[config.mk]
export PLATFORM = sky130hd
export DESIGN_NAME = pipeline_hazard_ctrl_flat
export DESIGN_NICKNAME = d
export VERILOG_FILES = /design/src/rtl/pipeline_hazard_ctrl_if.sv /design/src/rtl/pipeline_hazard_ctrl.sv /design/src/flat_wrapper.sv
export SDC_FILE = /design/constraint.sdc
export NUM_CORES = 1
export LEC_CHECK = 0
export ABC_AREA = 1
export CAP_MARGIN = 20
export CORE_UTILIZATION = 42
export CTS_CLUSTER_DIAMETER = 50
export DETAILED_ROUTE_END_ITERATION = 7
export PLACE_DENSITY = 0.86
export SYNTH_ARGS = -nofsm -noshare
export SYNTH_HDL_FRONTEND = slang
export SYNTH_SLANG_ARGS = --single-unit
[constraint.sdc]
create_clock -name clk -period 1.8 [get_ports clk]
set_clock_uncertainty 0.2 [all_clocks]
set_input_delay 0.36 -clock clk [delete_from_list [all_inputs] [get_ports clk]]
set_output_delay 0.36 -clock clk [all_outputs]
set_load 0.02 [all_outputs]
[src/rtl/pipeline_hazard_ctrl_if.sv]
// -----------------------------------------------------------------------------
// pipeline_hazard_ctrl_if
// Hazard-control bundle between the pipeline datapath and pipeline_hazard_ctrl.
//
// Signals:
//   ID/EX hazard inputs : id_rs1_addr_i, id_rs2_addr_i, ex_rd_addr_i,
//                         ex_mem_read_i, ex_m_valid_i, ex_m_is_div_i,
//                         ex_redirect_i, dmem_stall_i
//   Pipeline controls   : pc_stall_o, if_id_stall_o/flush_o, id_ex_stall_o/flush_o,
//                         ex_mem_stall_o/flush_o, mem_wb_flush_o
//   MDU sequencing      : mdu_start_o, mdu_busy_o, mdu_result_valid_o
//   Optional counters   : perf_mdu_stall_cnt_o, perf_lu_stall_cnt_o,
//                         perf_flush_cnt_o (present only with PIPE_PERF_CNT_EN)
//
// Modports:
//   slave  - the hazard controller (consumes hazard inputs, drives controls)
//   master - the pipeline side (drives hazard inputs, consumes controls)
// -----------------------------------------------------------------------------
interface pipeline_hazard_ctrl_if;
    logic [4:0]  id_rs1_addr_i;
    logic [4:0]  id_rs2_addr_i;
    logic [4:0]  ex_rd_addr_i;
    logic        ex_mem_read_i;
    logic        ex_m_valid_i;
    logic        ex_m_is_div_i;
    logic        ex_redirect_i;
    logic        dmem_stall_i;

    logic        pc_stall_o;
    logic        if_id_stall_o;
    logic        if_id_flush_o;
    logic        id_ex_stall_o;
    logic        id_ex_flush_o;
    logic        ex_mem_stall_o;
    logic        ex_mem_flush_o;
    logic        mem_wb_flush_o;
    logic        mdu_start_o;
    logic        mdu_busy_o;
    logic        mdu_result_valid_o;

`ifdef PIPE_PERF_CNT_EN
    logic [31:0] perf_mdu_stall_cnt_o;
    logic [31:0] perf_lu_stall_cnt_o;
    logic [31:0] perf_flush_cnt_o;

    modport slave (
        input  id_rs1_addr_i, id_rs2_addr_i, ex_rd_addr_i, ex_mem_read_i,
               ex_m_valid_i, ex_m_is_div_i, ex_redirect_i, dmem_stall_i,
        output pc_stall_o, if_id_stall_o, if_id_flush_o, id_ex_stall_o,
               id_ex_flush_o, ex_mem_stall_o, ex_mem_flush_o, mem_wb_flush_o,
               mdu_start_o, mdu_busy_o, mdu_result_valid_o,
               perf_mdu_stall_cnt_o, perf_lu_stall_cnt_o, perf_flush_cnt_o
    );

    modport master (
        output id_rs1_addr_i, id_rs2_addr_i, ex_rd_addr_i, ex_mem_read_i,
               ex_m_valid_i, ex_m_is_div_i, ex_redirect_i, dmem_stall_i,
        input  pc_stall_o, if_id_stall_o, if_id_flush_o, id_ex_stall_o,
               id_ex_flush_o, ex_mem_stall_o, ex_mem_flush_o, mem_wb_flush_o,
               mdu_start_o, mdu_busy_o, mdu_result_valid_o,
               perf_mdu_stall_cnt_o, perf_lu_stall_cnt_o, perf_flush_cnt_o
    );
`else
    modport slave (
        input  id_rs1_addr_i, id_rs2_addr_i, ex_rd_addr_i, ex_mem_read_i,
               ex_m_valid_i, ex_m_is_div_i, ex_redirect_i, dmem_stall_i,
        output pc_stall_o, if_id_stall_o, if_id_flush_o, id_ex_stall_o,
               id_ex_flush_o, ex_mem_stall_o, ex_mem_flush_o, mem_wb_flush_o,
               mdu_start_o, mdu_busy_o, mdu_result_valid_o
    );

    modport master (
        output id_rs1_addr_i, id_rs2_addr_i, ex_rd_addr_i, ex_mem_read_i,
               ex_m_valid_i, ex_m_is_div_i, ex_redirect_i, dmem_stall_i,
        input  pc_stall_o, if_id_stall_o, if_id_flush_o, id_ex_stall_o,
               id_ex_flush_o, ex_mem_stall_o, ex_mem_flush_o, mem_wb_flush_o,
               mdu_start_o, mdu_busy_o, mdu_result_valid_o
    );
`endif
endinterface

[src/rtl/pipeline_hazard_ctrl.sv]
// -----------------------------------------------------------------------------
// pipeline_hazard_ctrl
// Central stall/flush controller for the 5-stage RV64 pipeline. Detects
// load-use hazards, squashes wrong-path instructions on EX redirects, freezes
// the pipe during data-memory stalls and holds multi-cycle M-extension ops in
// EX with a latency-counting FSM (IDLE -> BUSY -> DONE).
//
// Ports:
//   clk   - clock
//   rst_n - synchronous active-low reset (all outputs forced to 0 while low)
//   hz    - pipeline_hazard_ctrl_if.slave bundle (hazard inputs, stage
//           stall/flush controls, MDU start/busy/result-valid)
//
// Parameters:
//   MUL_LAT - EX cycles of MUL* after the start cycle (>= 1)
//   DIV_LAT - EX cycles of DIV*/REM* after the start cycle (>= 1)
//
// Optional feature macro: PIPE_PERF_CNT_EN
//   Adds three free-running 32-bit counters of cycles lost to M-op stalls,
//   load-use stalls and redirect flushes.
// -----------------------------------------------------------------------------
module pipeline_hazard_ctrl #(
    parameter int MUL_LAT = 3,
    parameter int DIV_LAT = 32
) (
    input  logic                   clk,
    input  logic                   rst_n,
    pipeline_hazard_ctrl_if.slave  hz
);
    localparam int CNT_W = $clog2(DIV_LAT + 1);
    localparam logic [CNT_W-1:0] MUL_CNT_INIT = CNT_W'(MUL_LAT - 1);
    localparam logic [CNT_W-1:0] DIV_CNT_INIT = CNT_W'(DIV_LAT - 1);

    typedef enum logic [1:0] {
        S_IDLE = 2'd0,
        S_BUSY = 2'd1,
        S_DONE = 2'd2
    } mdu_state_t;

    mdu_state_t       state_reg, state_next;
    logic [CNT_W-1:0] cnt_reg, cnt_next;
    logic             mdu_start;

    // ---------------------------------------------------------------- FSM
    always_ff @(posedge clk) begin
        if (!rst_n) begin
            state_reg <= S_IDLE;
            cnt_reg   <= '0;
        end else begin
            state_reg <= state_next;
            cnt_reg   <= cnt_next;
        end
    end

    always_comb begin
        state_next = state_reg;
        cnt_next   = cnt_reg;
        mdu_start  = 1'b0;
        case (state_reg)
            S_IDLE: begin
                // A frozen EX (memory stall) must not launch the op: the start
                // pulse would be lost while the instruction is held.
                if (hz.ex_m_valid_i && !hz.dmem_stall_i && !hz.ex_redirect_i) begin
                    mdu_start  = 1'b1;
                    cnt_next   = hz.ex_m_is_div_i ? DIV_CNT_INIT : MUL_CNT_INIT;
                    state_next = S_BUSY;
                end
            end
            S_BUSY: begin
                // The MDU runs independently of memory stalls, so keep counting.
                if (cnt_reg == '0) begin
                    state_next = S_DONE;
                end else begin
                    cnt_next = cnt_reg - 1'b1;
                end
            end
            S_DONE: begin
                // Result stays valid until EX/MEM can actually capture it.
                if (!hz.dmem_stall_i) begin
                    state_next = S_IDLE;
                end
            end
            default: state_next = S_IDLE;
        endcase
    end

    // ----------------------------------------------------- hazard priority
    logic mstall;
    logic load_use;
    logic win_dmem;
    logic win_flush;
    logic win_mstall;
    logic win_lu;

    assign mstall   = ((state_reg == S_IDLE) && hz.ex_m_valid_i) || (state_reg == S_BUSY);
    assign load_use = hz.ex_mem_read_i && (hz.ex_rd_addr_i != 5'd0) &&
                      ((hz.ex_rd_addr_i == hz.id_rs1_addr_i) ||
                       (hz.ex_rd_addr_i == hz.id_rs2_addr_i));

    // Exactly one class wins each cycle. A memory stall defers a redirect
    // (EX is frozen so the redirect is still present next cycle); a redirect
    // kills ID, so any load-use seen there is irrelevant.
    assign win_dmem   = hz.dmem_stall_i;
    assign win_flush  = !hz.dmem_stall_i && hz.ex_redirect_i;
    assign win_mstall = !hz.dmem_stall_i && !hz.ex_redirect_i && mstall;
    assign win_lu     = !hz.dmem_stall_i && !hz.ex_redirect_i && !mstall && load_use;

    assign hz.pc_stall_o         = rst_n && (win_dmem || win_mstall || win_lu);
    assign hz.if_id_stall_o      = rst_n && (win_dmem || win_mstall || win_lu);
    assign hz.if_id_flush_o      = rst_n && win_flush;
    assign hz.id_ex_stall_o      = rst_n && (win_dmem || win_mstall);
    assign hz.id_ex_flush_o      = rst_n && (win_flush || win_lu);
    assign hz.ex_mem_stall_o     = rst_n && win_dmem;
    assign hz.ex_mem_flush_o     = rst_n && win_mstall;
    assign hz.mem_wb_flush_o     = rst_n && win_dmem;
    assign hz.mdu_start_o        = rst_n && mdu_start;
    assign hz.mdu_busy_o         = rst_n && (state_reg == S_BUSY);
    assign hz.mdu_result_valid_o = rst_n && (state_reg == S_DONE);

`ifdef PIPE_PERF_CNT_EN
    // ------------------------------------------------- performance counters
    // Index 0: M-op stall cycles, 1: load-use stall cycles, 2: flush cycles.
    logic [2:0]  perf_inc;
    logic [31:0] perf_cnt_reg [3];

    assign perf_inc = {win_flush, win_lu, win_mstall};

    generate
        for (genvar gi = 0; gi < 3; gi++) begin : g_perf
            always_ff @(posedge clk) begin
                if (!rst_n) begin
                    perf_cnt_reg[gi] <= '0;
                end else if (perf_inc[gi]) begin
                    perf_cnt_reg[gi] <= perf_cnt_reg[gi] + 32'd1;
                end
            end
        end
    endgenerate

    assign hz.perf_mdu_stall_cnt_o = perf_cnt_reg[0];
    assign hz.perf_lu_stall_cnt_o  = perf_cnt_reg[1];
    assign hz.perf_flush_cnt_o     = perf_cnt_reg[2];
`endif
endmodule
[src/flat_wrapper.sv]
// flat-port wrapper written by rule: the top's interface ports become plain ports
module pipeline_hazard_ctrl_flat 
#(
    parameter int MUL_LAT = 3,
    parameter int DIV_LAT = 32
)
  (clk, rst_n, hz_id_rs1_addr_i, hz_id_rs2_addr_i, hz_ex_rd_addr_i, hz_ex_mem_read_i, hz_ex_m_valid_i, hz_ex_m_is_div_i, hz_ex_redirect_i, hz_dmem_stall_i, hz_pc_stall_o, hz_if_id_stall_o, hz_if_id_flush_o, hz_id_ex_stall_o, hz_id_ex_flush_o, hz_ex_mem_stall_o, hz_ex_mem_flush_o, hz_mem_wb_flush_o, hz_mdu_start_o, hz_mdu_busy_o, hz_mdu_result_valid_o);
  pipeline_hazard_ctrl_if hz_i ();
  input  logic clk;
  input  logic rst_n;
  input wire logic [$bits(hz_i.id_rs1_addr_i)-1:0] hz_id_rs1_addr_i;
  input wire logic [$bits(hz_i.id_rs2_addr_i)-1:0] hz_id_rs2_addr_i;
  input wire logic [$bits(hz_i.ex_rd_addr_i)-1:0] hz_ex_rd_addr_i;
  input wire logic [$bits(hz_i.ex_mem_read_i)-1:0] hz_ex_mem_read_i;
  input wire logic [$bits(hz_i.ex_m_valid_i)-1:0] hz_ex_m_valid_i;
  input wire logic [$bits(hz_i.ex_m_is_div_i)-1:0] hz_ex_m_is_div_i;
  input wire logic [$bits(hz_i.ex_redirect_i)-1:0] hz_ex_redirect_i;
  input wire logic [$bits(hz_i.dmem_stall_i)-1:0] hz_dmem_stall_i;
  output wire logic [$bits(hz_i.pc_stall_o)-1:0] hz_pc_stall_o;
  output wire logic [$bits(hz_i.if_id_stall_o)-1:0] hz_if_id_stall_o;
  output wire logic [$bits(hz_i.if_id_flush_o)-1:0] hz_if_id_flush_o;
  output wire logic [$bits(hz_i.id_ex_stall_o)-1:0] hz_id_ex_stall_o;
  output wire logic [$bits(hz_i.id_ex_flush_o)-1:0] hz_id_ex_flush_o;
  output wire logic [$bits(hz_i.ex_mem_stall_o)-1:0] hz_ex_mem_stall_o;
  output wire logic [$bits(hz_i.ex_mem_flush_o)-1:0] hz_ex_mem_flush_o;
  output wire logic [$bits(hz_i.mem_wb_flush_o)-1:0] hz_mem_wb_flush_o;
  output wire logic [$bits(hz_i.mdu_start_o)-1:0] hz_mdu_start_o;
  output wire logic [$bits(hz_i.mdu_busy_o)-1:0] hz_mdu_busy_o;
  output wire logic [$bits(hz_i.mdu_result_valid_o)-1:0] hz_mdu_result_valid_o;
  assign hz_i.id_rs1_addr_i = hz_id_rs1_addr_i;
  assign hz_i.id_rs2_addr_i = hz_id_rs2_addr_i;
  assign hz_i.ex_rd_addr_i = hz_ex_rd_addr_i;
  assign hz_i.ex_mem_read_i = hz_ex_mem_read_i;
  assign hz_i.ex_m_valid_i = hz_ex_m_valid_i;
  assign hz_i.ex_m_is_div_i = hz_ex_m_is_div_i;
  assign hz_i.ex_redirect_i = hz_ex_redirect_i;
  assign hz_i.dmem_stall_i = hz_dmem_stall_i;
  assign hz_pc_stall_o = hz_i.pc_stall_o;
  assign hz_if_id_stall_o = hz_i.if_id_stall_o;
  assign hz_if_id_flush_o = hz_i.if_id_flush_o;
  assign hz_id_ex_stall_o = hz_i.id_ex_stall_o;
  assign hz_id_ex_flush_o = hz_i.id_ex_flush_o;
  assign hz_ex_mem_stall_o = hz_i.ex_mem_stall_o;
  assign hz_ex_mem_flush_o = hz_i.ex_mem_flush_o;
  assign hz_mem_wb_flush_o = hz_i.mem_wb_flush_o;
  assign hz_mdu_start_o = hz_i.mdu_start_o;
  assign hz_mdu_busy_o = hz_i.mdu_busy_o;
  assign hz_mdu_result_valid_o = hz_i.mdu_result_valid_o;
  pipeline_hazard_ctrl #(.MUL_LAT(MUL_LAT), .DIV_LAT(DIV_LAT)) u_core (.clk(clk), .rst_n(rst_n), .hz(hz_i));
endmodule
Word-level counts from Yosys, hierarchy flattened
Cells that the tools add are included.

operators by class
  add/subtract/negate cells = 1
  multiply operators = 0
  divide/modulo/power cells = 0
  $lt $le $gt $ge = 0
  eq/ne operators = 8
  shift-type cells = 0
  muxes and demuxes = 10
  bitwise gates (word level) = 0
  reductions and logical operators = 33

operators with widths
  kind                                                                      count
  1-bit logical AND                                                         19
  6-bit two-way mux                                                         2
  6-bit case mux with 2 select lines                                        1
  5-bit equality test                                                       2
  6-bit zero test                                                           1
  2-bit two-way mux                                                         3
  2-bit case mux with 3 select lines                                        1
  3-bit AND reduction                                                       2
  6-bit by 1-bit subtractor with 6-bit output (second input constant)       1
  1-bit logical OR                                                          5
  5-bit two-way mux                                                         1
  5-bit nonzero test                                                        1
  2-bit by 1-bit inequality test with 1-bit output (second input constant)  2
  2-bit inequality test (second input constant)                             2
  1-bit zero test                                                           3
  2-bit by 1-bit equality test with 1-bit output (second input constant)    1
  2-bit equality test (second input constant)                               1
  2-bit zero test                                                           1
  1-bit two-way mux                                                         2
  2-bit nonzero test                                                        1

word-level totals
  register bits = 8
  bits in latches = 0
  bits in writable memories = 0
  ROM bits = 0
  memories = 0

Longest topological paths before layout
  word-level depth = 8
  depth in mapped cells = 9
  depth with buffers taken out = 8

Least setup slack after synthesis
OpenSTA, ideal clock, no wires.

  path type = in2out
  start point = input port rst_n
  end point = output port hz_pc_stall_o
  arrival = 1.544 ns
  required time = 1.240 ns
  slack = -0.304 ns
  stages = 6
  cells stage by stage = buf_4 inv_2 nor4_2 nor2_1 nand2_1 buf_4

on the way
  longest elaborated chain between the ends = 1

ends and longest elaborated chain
  element            RTL line            RTL
  start, declared    flat_wrapper.sv:10  input logic rst_n;
  1-bit logical AND  --
  end, declared      flat_wrapper.sv:19  output wire logic [$bits(hz_i.pc_stall_o)-1:0] hz_pc_stall_o;

Every way passes these cells.

Worst setup path in the final report
  start point = register u_core.state_reg[1]
  end point = output port hz_if_id_stall_o

on the way
  longest elaborated chain between the ends = 8
  elaborated cells between the ends (all ways) = 11

ends and longest elaborated chain
  element                          RTL line                     RTL
  start, declared                  pipeline_hazard_ctrl.sv:40   mdu_state_t state_reg, state_next;
  start signal, assigned           pipeline_hazard_ctrl.sv:50   state_reg <= state_next;
  2-bit zero test                  pipeline_hazard_ctrl.sv:95   assign mstall = ((state_reg == S_IDLE) && hz.ex_m_valid_i) || (state_reg == S_BUSY);
  1-bit logical AND                pipeline_hazard_ctrl.sv:95
  1-bit logical OR (*)             pipeline_hazard_ctrl.sv:95
  1-bit zero test                  pipeline_hazard_ctrl.sv:106  assign win_lu = !hz.dmem_stall_i && !hz.ex_redirect_i && !mstall && load_use;
  1-bit logical AND (2 in series)  pipeline_hazard_ctrl.sv:106
  1-bit logical OR (*)             pipeline_hazard_ctrl.sv:109  assign hz.if_id_stall_o = rst_n && (win_dmem || win_mstall || win_lu);
  1-bit logical AND (*)            pipeline_hazard_ctrl.sv:109
  end, declared                    flat_wrapper.sv:20           output wire logic [$bits(hz_i.if_id_stall_o)-1:0] hz_if_id_stall_o;

Every way passes the cells marked *; elsewhere a longest branch is shown, timed or not.

==> flow_results.xml <==
<?xml version="1.0" encoding="UTF-8"?>
<metrics>
  <group name="finish">
    <metric name="flow.area_growth_from_synthesis" unit="%">55.2</metric>
    <metric name="post_route_cells_drive_above_1_share" unit="%">32.4</metric>
    <metric name="antenna_cells_inserted" unit="">0</metric>
    <metric name="largest_register_ffs" unit="">6</metric>
    <metric name="nets" unit="">214</metric>
    <metric name="fillCellCount" unit="">161</metric>
    <metric name="layout.core_utilization" unit="%">70.1</metric>
    <metric name="layoutNonFillerInstCount" unit="">213</metric>
  </group>
  <group name="clocking">
    <metric name="tritoncts.num_buffers" unit="">3</metric>
    <metric name="clk-insertion-delay-late" unit="ns">0.26</metric>
    <metric name="ctsHoldBuffers" unit="">0</metric>
    <metric name="clock_tree.htree_level_count" unit="">1</metric>
    <metric name="cts_tree" unit="">done</metric>
    <metric name="postCtsSetupBuffers" unit="">0</metric>
    <metric name="clock-sinks" unit="">8</metric>
    <metric name="cts.root.buffer_cell" unit="">sky130_fd_sc_hd__clkbuf_4</metric>
    <metric name="worst_setup_hold_path_clk_slew" unit="ns">0.05</metric>
    <metric name="clock_path_buffers" unit="">2</metric>
  </group>
  <group name="logic_synthesis">
    <metric name="synthesis.instances" unit="">142</metric>
    <metric name="sequential_element_share_of_the_synthesized_area" unit="%">20.3</metric>
    <metric name="total_number_of_yosys_warnings" unit="">0</metric>
    <metric name="mapped_nets" unit="">166</metric>
    <metric name="count_of_cell_types_in_the_netlist" unit="">22</metric>
    <metric name="ys_seq_elements" unit="">8</metric>
    <metric name="syn_avg_cell_area" unit="µm²">5.55</metric>
    <metric name="combined_area_of_all_synthesized_cells" unit="µm²">788</metric>
  </group>
  <group name="global_routing">
    <metric name="grt_antenna_before_repair" unit="">0</metric>
    <metric name="vias_in_the_first_global_route" unit="">887</metric>
    <metric name="first_pass_grt_wire_length" unit="µm">3220</metric>
    <metric name="grt_start_max_net_pins" unit="">10</metric>
    <metric name="gr-usage-all-layers" unit="%">21.2</metric>
    <metric name="gr-total-overflow" unit="">0</metric>
  </group>
  <group name="routing">
    <metric name="post-route-drc-count" unit="">0</metric>
    <metric name="routed_via_density" unit="">4.72</metric>
    <metric name="wl_per_cell" unit="µm">9.61</metric>
    <metric name="detail_route.first_pass.iterations" unit="">4</metric>
    <metric name="drt-initial-drc-count" unit="">25</metric>
    <metric name="detailroute.wirelength.met2" unit="µm">1020</metric>
    <metric name="highest-signal-layer" unit="">met4</metric>
    <metric name="wl_met3" unit="µm">105</metric>
    <metric name="postRouteWirelength" unit="µm">2050</metric>
    <metric name="count_of_antenna_violating_nets_left_after_detailed_routing" unit="">0</metric>
    <metric name="dr_total_vias" unit="">1005</metric>
    <metric name="routed_metal_1_wire_length" unit="µm">855</metric>
  </group>
  <group name="place">
    <metric name="port_buffers" unit="">32</metric>
    <metric name="dp_hpwl" unit="µm">1750</metric>
    <metric name="dp_slack" unit="ns">-0.839</metric>
    <metric name="place_inst" unit="">210</metric>
    <metric name="finalWeightedCongestion" unit="">0.861</metric>
  </group>
  <group name="timing">
    <metric name="finalWorstPathRequiredPeriod" unit="ns">1.84</metric>
    <metric name="timing.final.ws_setup" unit="ns">-0.0365</metric>
    <metric name="final.period_utilization" unit="%">102</metric>
    <metric name="worst_pin_slew" unit="ns">0.256</metric>
    <metric name="slew_violations" unit="">0</metric>
    <metric name="report.final.hold_viol_count" unit="">0</metric>
    <metric name="grt_setup_unrepaired" unit="">true</metric>
    <metric name="hold-worst-slack" unit="ns">0.306</metric>
    <metric name="max_freq" unit="GHz">0.545</metric>
    <metric name="finalSetupViolations" unit="">3</metric>
    <metric name="relSlewSlack" unit="%">82.7</metric>
    <metric name="fin_tns_setup" unit="ns">-0.0730</metric>
  </group>
  <group name="floorplan">
    <metric name="die-width" unit="µm">45.3</metric>
    <metric name="initial_utilization" unit="%">45.2</metric>
    <metric name="ios" unit="">33</metric>
    <metric name="rows" unit="">15</metric>
    <metric name="design.core.area" unit="µm²">1750</metric>
    <metric name="die_y" unit="µm">45.3</metric>
    <metric name="die_ar" unit="µm²">2050</metric>
  </group>
  <group name="worst_setup_path">
    <metric name="critical_path_buf_inv_count" unit="">3</metric>
    <metric name="crit-reg2reg-launch" unit="">u_core.cnt_reg[0]</metric>
    <metric name="cp_slowest_cell" unit="">sky130_fd_sc_hd__dfxtp_2</metric>
    <metric name="critPathCaptureType" unit="">primary output</metric>
    <metric name="setup.worst_path.class" unit="">reg -&gt; out</metric>
    <metric name="r2r_cells" unit="">7</metric>
    <metric name="timing.critical_path.max_delay_family" unit="">simple AND/OR/NAND/NOR gates</metric>
    <metric name="worstSetupStartpoint" unit="">u_core.state_reg[1]</metric>
    <metric name="worst_ep_required_time" unit="ns">1.24</metric>
    <metric name="timing.rr.end" unit="">u_core.cnt_reg[4]</metric>
    <metric name="arr_time_crit_path" unit="ns">1.28</metric>
    <metric name="crit_fanout" unit="">2</metric>
    <metric name="start_kind" unit="">flop</metric>
    <metric name="timing.reg2reg.setup_slack" unit="ns">0.27</metric>
    <metric name="timing.critical_path.cells" unit="">inv_2, o21ai_2, buf_4, nor4_4, nor2_2, nand2_2, buf_6</metric>
    <metric name="critical-path-max-stage-delay" unit="ns">0.32</metric>
  </group>
  <group name="pwr">
    <metric name="netSwitchingPower" unit="µW">221</metric>
    <metric name="power_density" unit="nW/µm²">498</metric>
    <metric name="comb_power_share" unit="%">42.8</metric>
    <metric name="p_sw_share" unit="%">36.2</metric>
    <metric name="p_int" unit="µW">388</metric>
    <metric name="clkPwrFrac" unit="%">23.3</metric>
    <metric name="power_frac_seq" unit="%">33.9</metric>
    <metric name="vdd_ir_drop_max" unit="mV">0.541</metric>
    <metric name="p_leak" unit="µW">0.000693</metric>
  </group>
  <group name="run_status">
    <metric name="outcome" unit="">complete, but fails checks</metric>
    <metric name="violations" unit="">setup timing</metric>
  </group>
  <group name="worst_hold_path">
    <metric name="whs_path_depth" unit="">2</metric>
    <metric name="holdCritStartpoint" unit="">u_core.cnt_reg[1]</metric>
    <metric name="min_delay_worst_endpoint" unit="">u_core.cnt_reg[1]</metric>
    <metric name="worstHoldPathType" unit="">reg -&gt; reg</metric>
  </group>
  <group name="run">
    <metric name="max_cap_viol_count" unit="">0</metric>
  </group>
</metrics>
kinds of logic after synthesis:
group                    share of synthesized area (%)
AO/OA/AOI/OAI                                     5.71
XOR/XNOR                                          2.22
adder cells (fa/ha/maj)                           3.17
buffers and inverters                             17.0
flip-flops                                        20.3
AND/OR/NAND/NOR                                   51.6
worst register-to-register path: cells and delay by family, from the launching register on:
family	cells	cell delay, ns
adders and majority gates	1	0.20
buffers and inverters	1	0.12
and+or+nand+nor	4	0.33
AOI/OAI and AO/OA	1	0.25
DFF	1	0.32
how the worst max path moves through the flow:
stage                       endpoint  slack [ns]  cells past startpoint
CTS                 hz_if_id_stall_o       -0.05                      7
detailed placement  hz_if_id_stall_o       -0.84                     10
floorplan              hz_pc_stall_o       -0.08                      6
finish              hz_if_id_stall_o       -0.04                      7
global route        hz_if_id_stall_o       -0.11                      7
global placement    hz_if_id_stall_o       -0.79                      6
per-layer routing:
| metal | global-route usage, % | vias up |
|---|---|---|
| li1 | - | 519 |
| met1 | 22.5 | 445 |
| met2 | 38.8 | 35 |
| met3 | 2.80 | 6 |
| met4 | 13.3 | 0 |
| met5 | 0 | - |
cells in the mapped netlist, drive strengths merged:
cell	instances	area, µm²
nand2	40	163
nand3	11	60.1
dfxtp	8	160
buf	3	22.5
o21ai	7	35.0
inv	29	111
nor2	32	138
xnor2	2	17.5
nor3	3	15.0
a21oi	2	10.0
ha	2	25.0
nor4	1	12.5
nand4	2	18.8
placed cells by master, fill, tap and decap left out, types with 3 or more instances in the layout:
master,instances
sky130_fd_sc_hd__buf_4,14
sky130_fd_sc_hd__nand2_2,5
sky130_fd_sc_hd__nand2_1,34
sky130_fd_sc_hd__nand3_1,10
sky130_fd_sc_hd__nor3_1,3
sky130_fd_sc_hd__clkbuf_4,3
sky130_fd_sc_hd__inv_1,23
sky130_fd_sc_hd__o21ai_0,5
sky130_fd_sc_hd__buf_2,8
sky130_fd_sc_hd__buf_6,4
sky130_fd_sc_hd__clkdlybuf4s15_2,5
sky130_fd_sc_hd__dfxtp_1,6
sky130_fd_sc_hd__clkbuf_2,4
sky130_fd_sc_hd__inv_2,4
sky130_fd_sc_hd__dlygate4sd2_1,8
sky130_fd_sc_hd__nor2_1,28
power groups by stage:
| stage | Clock (µW) | Sequential (µW) | Combinational, µW |
|---|---|---|---|
| 2_1_floorplan | 0 | 206 | 156 |
| 6_report | 142 | 206 | 261 |
| 3_3_place_gp | 0 | 208 | 263 |
| 4_1_cts | 149 | 206 | 267 |
| 3_5_place_dp | 0 | 209 | 274 |
| 5_1_grt | 153 | 208 | 290 |
layout make-up:
type / count / area [µm²] / share of cell area [%]
tap: 25 / 31.3 / 2.56
multi-input combinational: 102 / 524 / 42.8
timing repair buffer: 46 / 367 / 30.0
clock buffer: 3 / 22.5 / 1.84
inverter: 29 / 116 / 9.51
sequential: 8 / 163 / 13.3
what timing repair did:
item,CTS,global route
pin swaps,11,10
gates resized for setup,92,12
setup endpoints to repair,11,9
endpoints found under the hold margin,0,0
per-stage QoR:
stage                     total power [µW]  area [µm²]
final                                  609        1220
after global routing                   651        1220
after CTS                              622        1270
after detailed placement               482        1240
after global placement                 471        1240
after floorplan                        362         821
No activity file was read; power rests on OpenSTA's default activity.
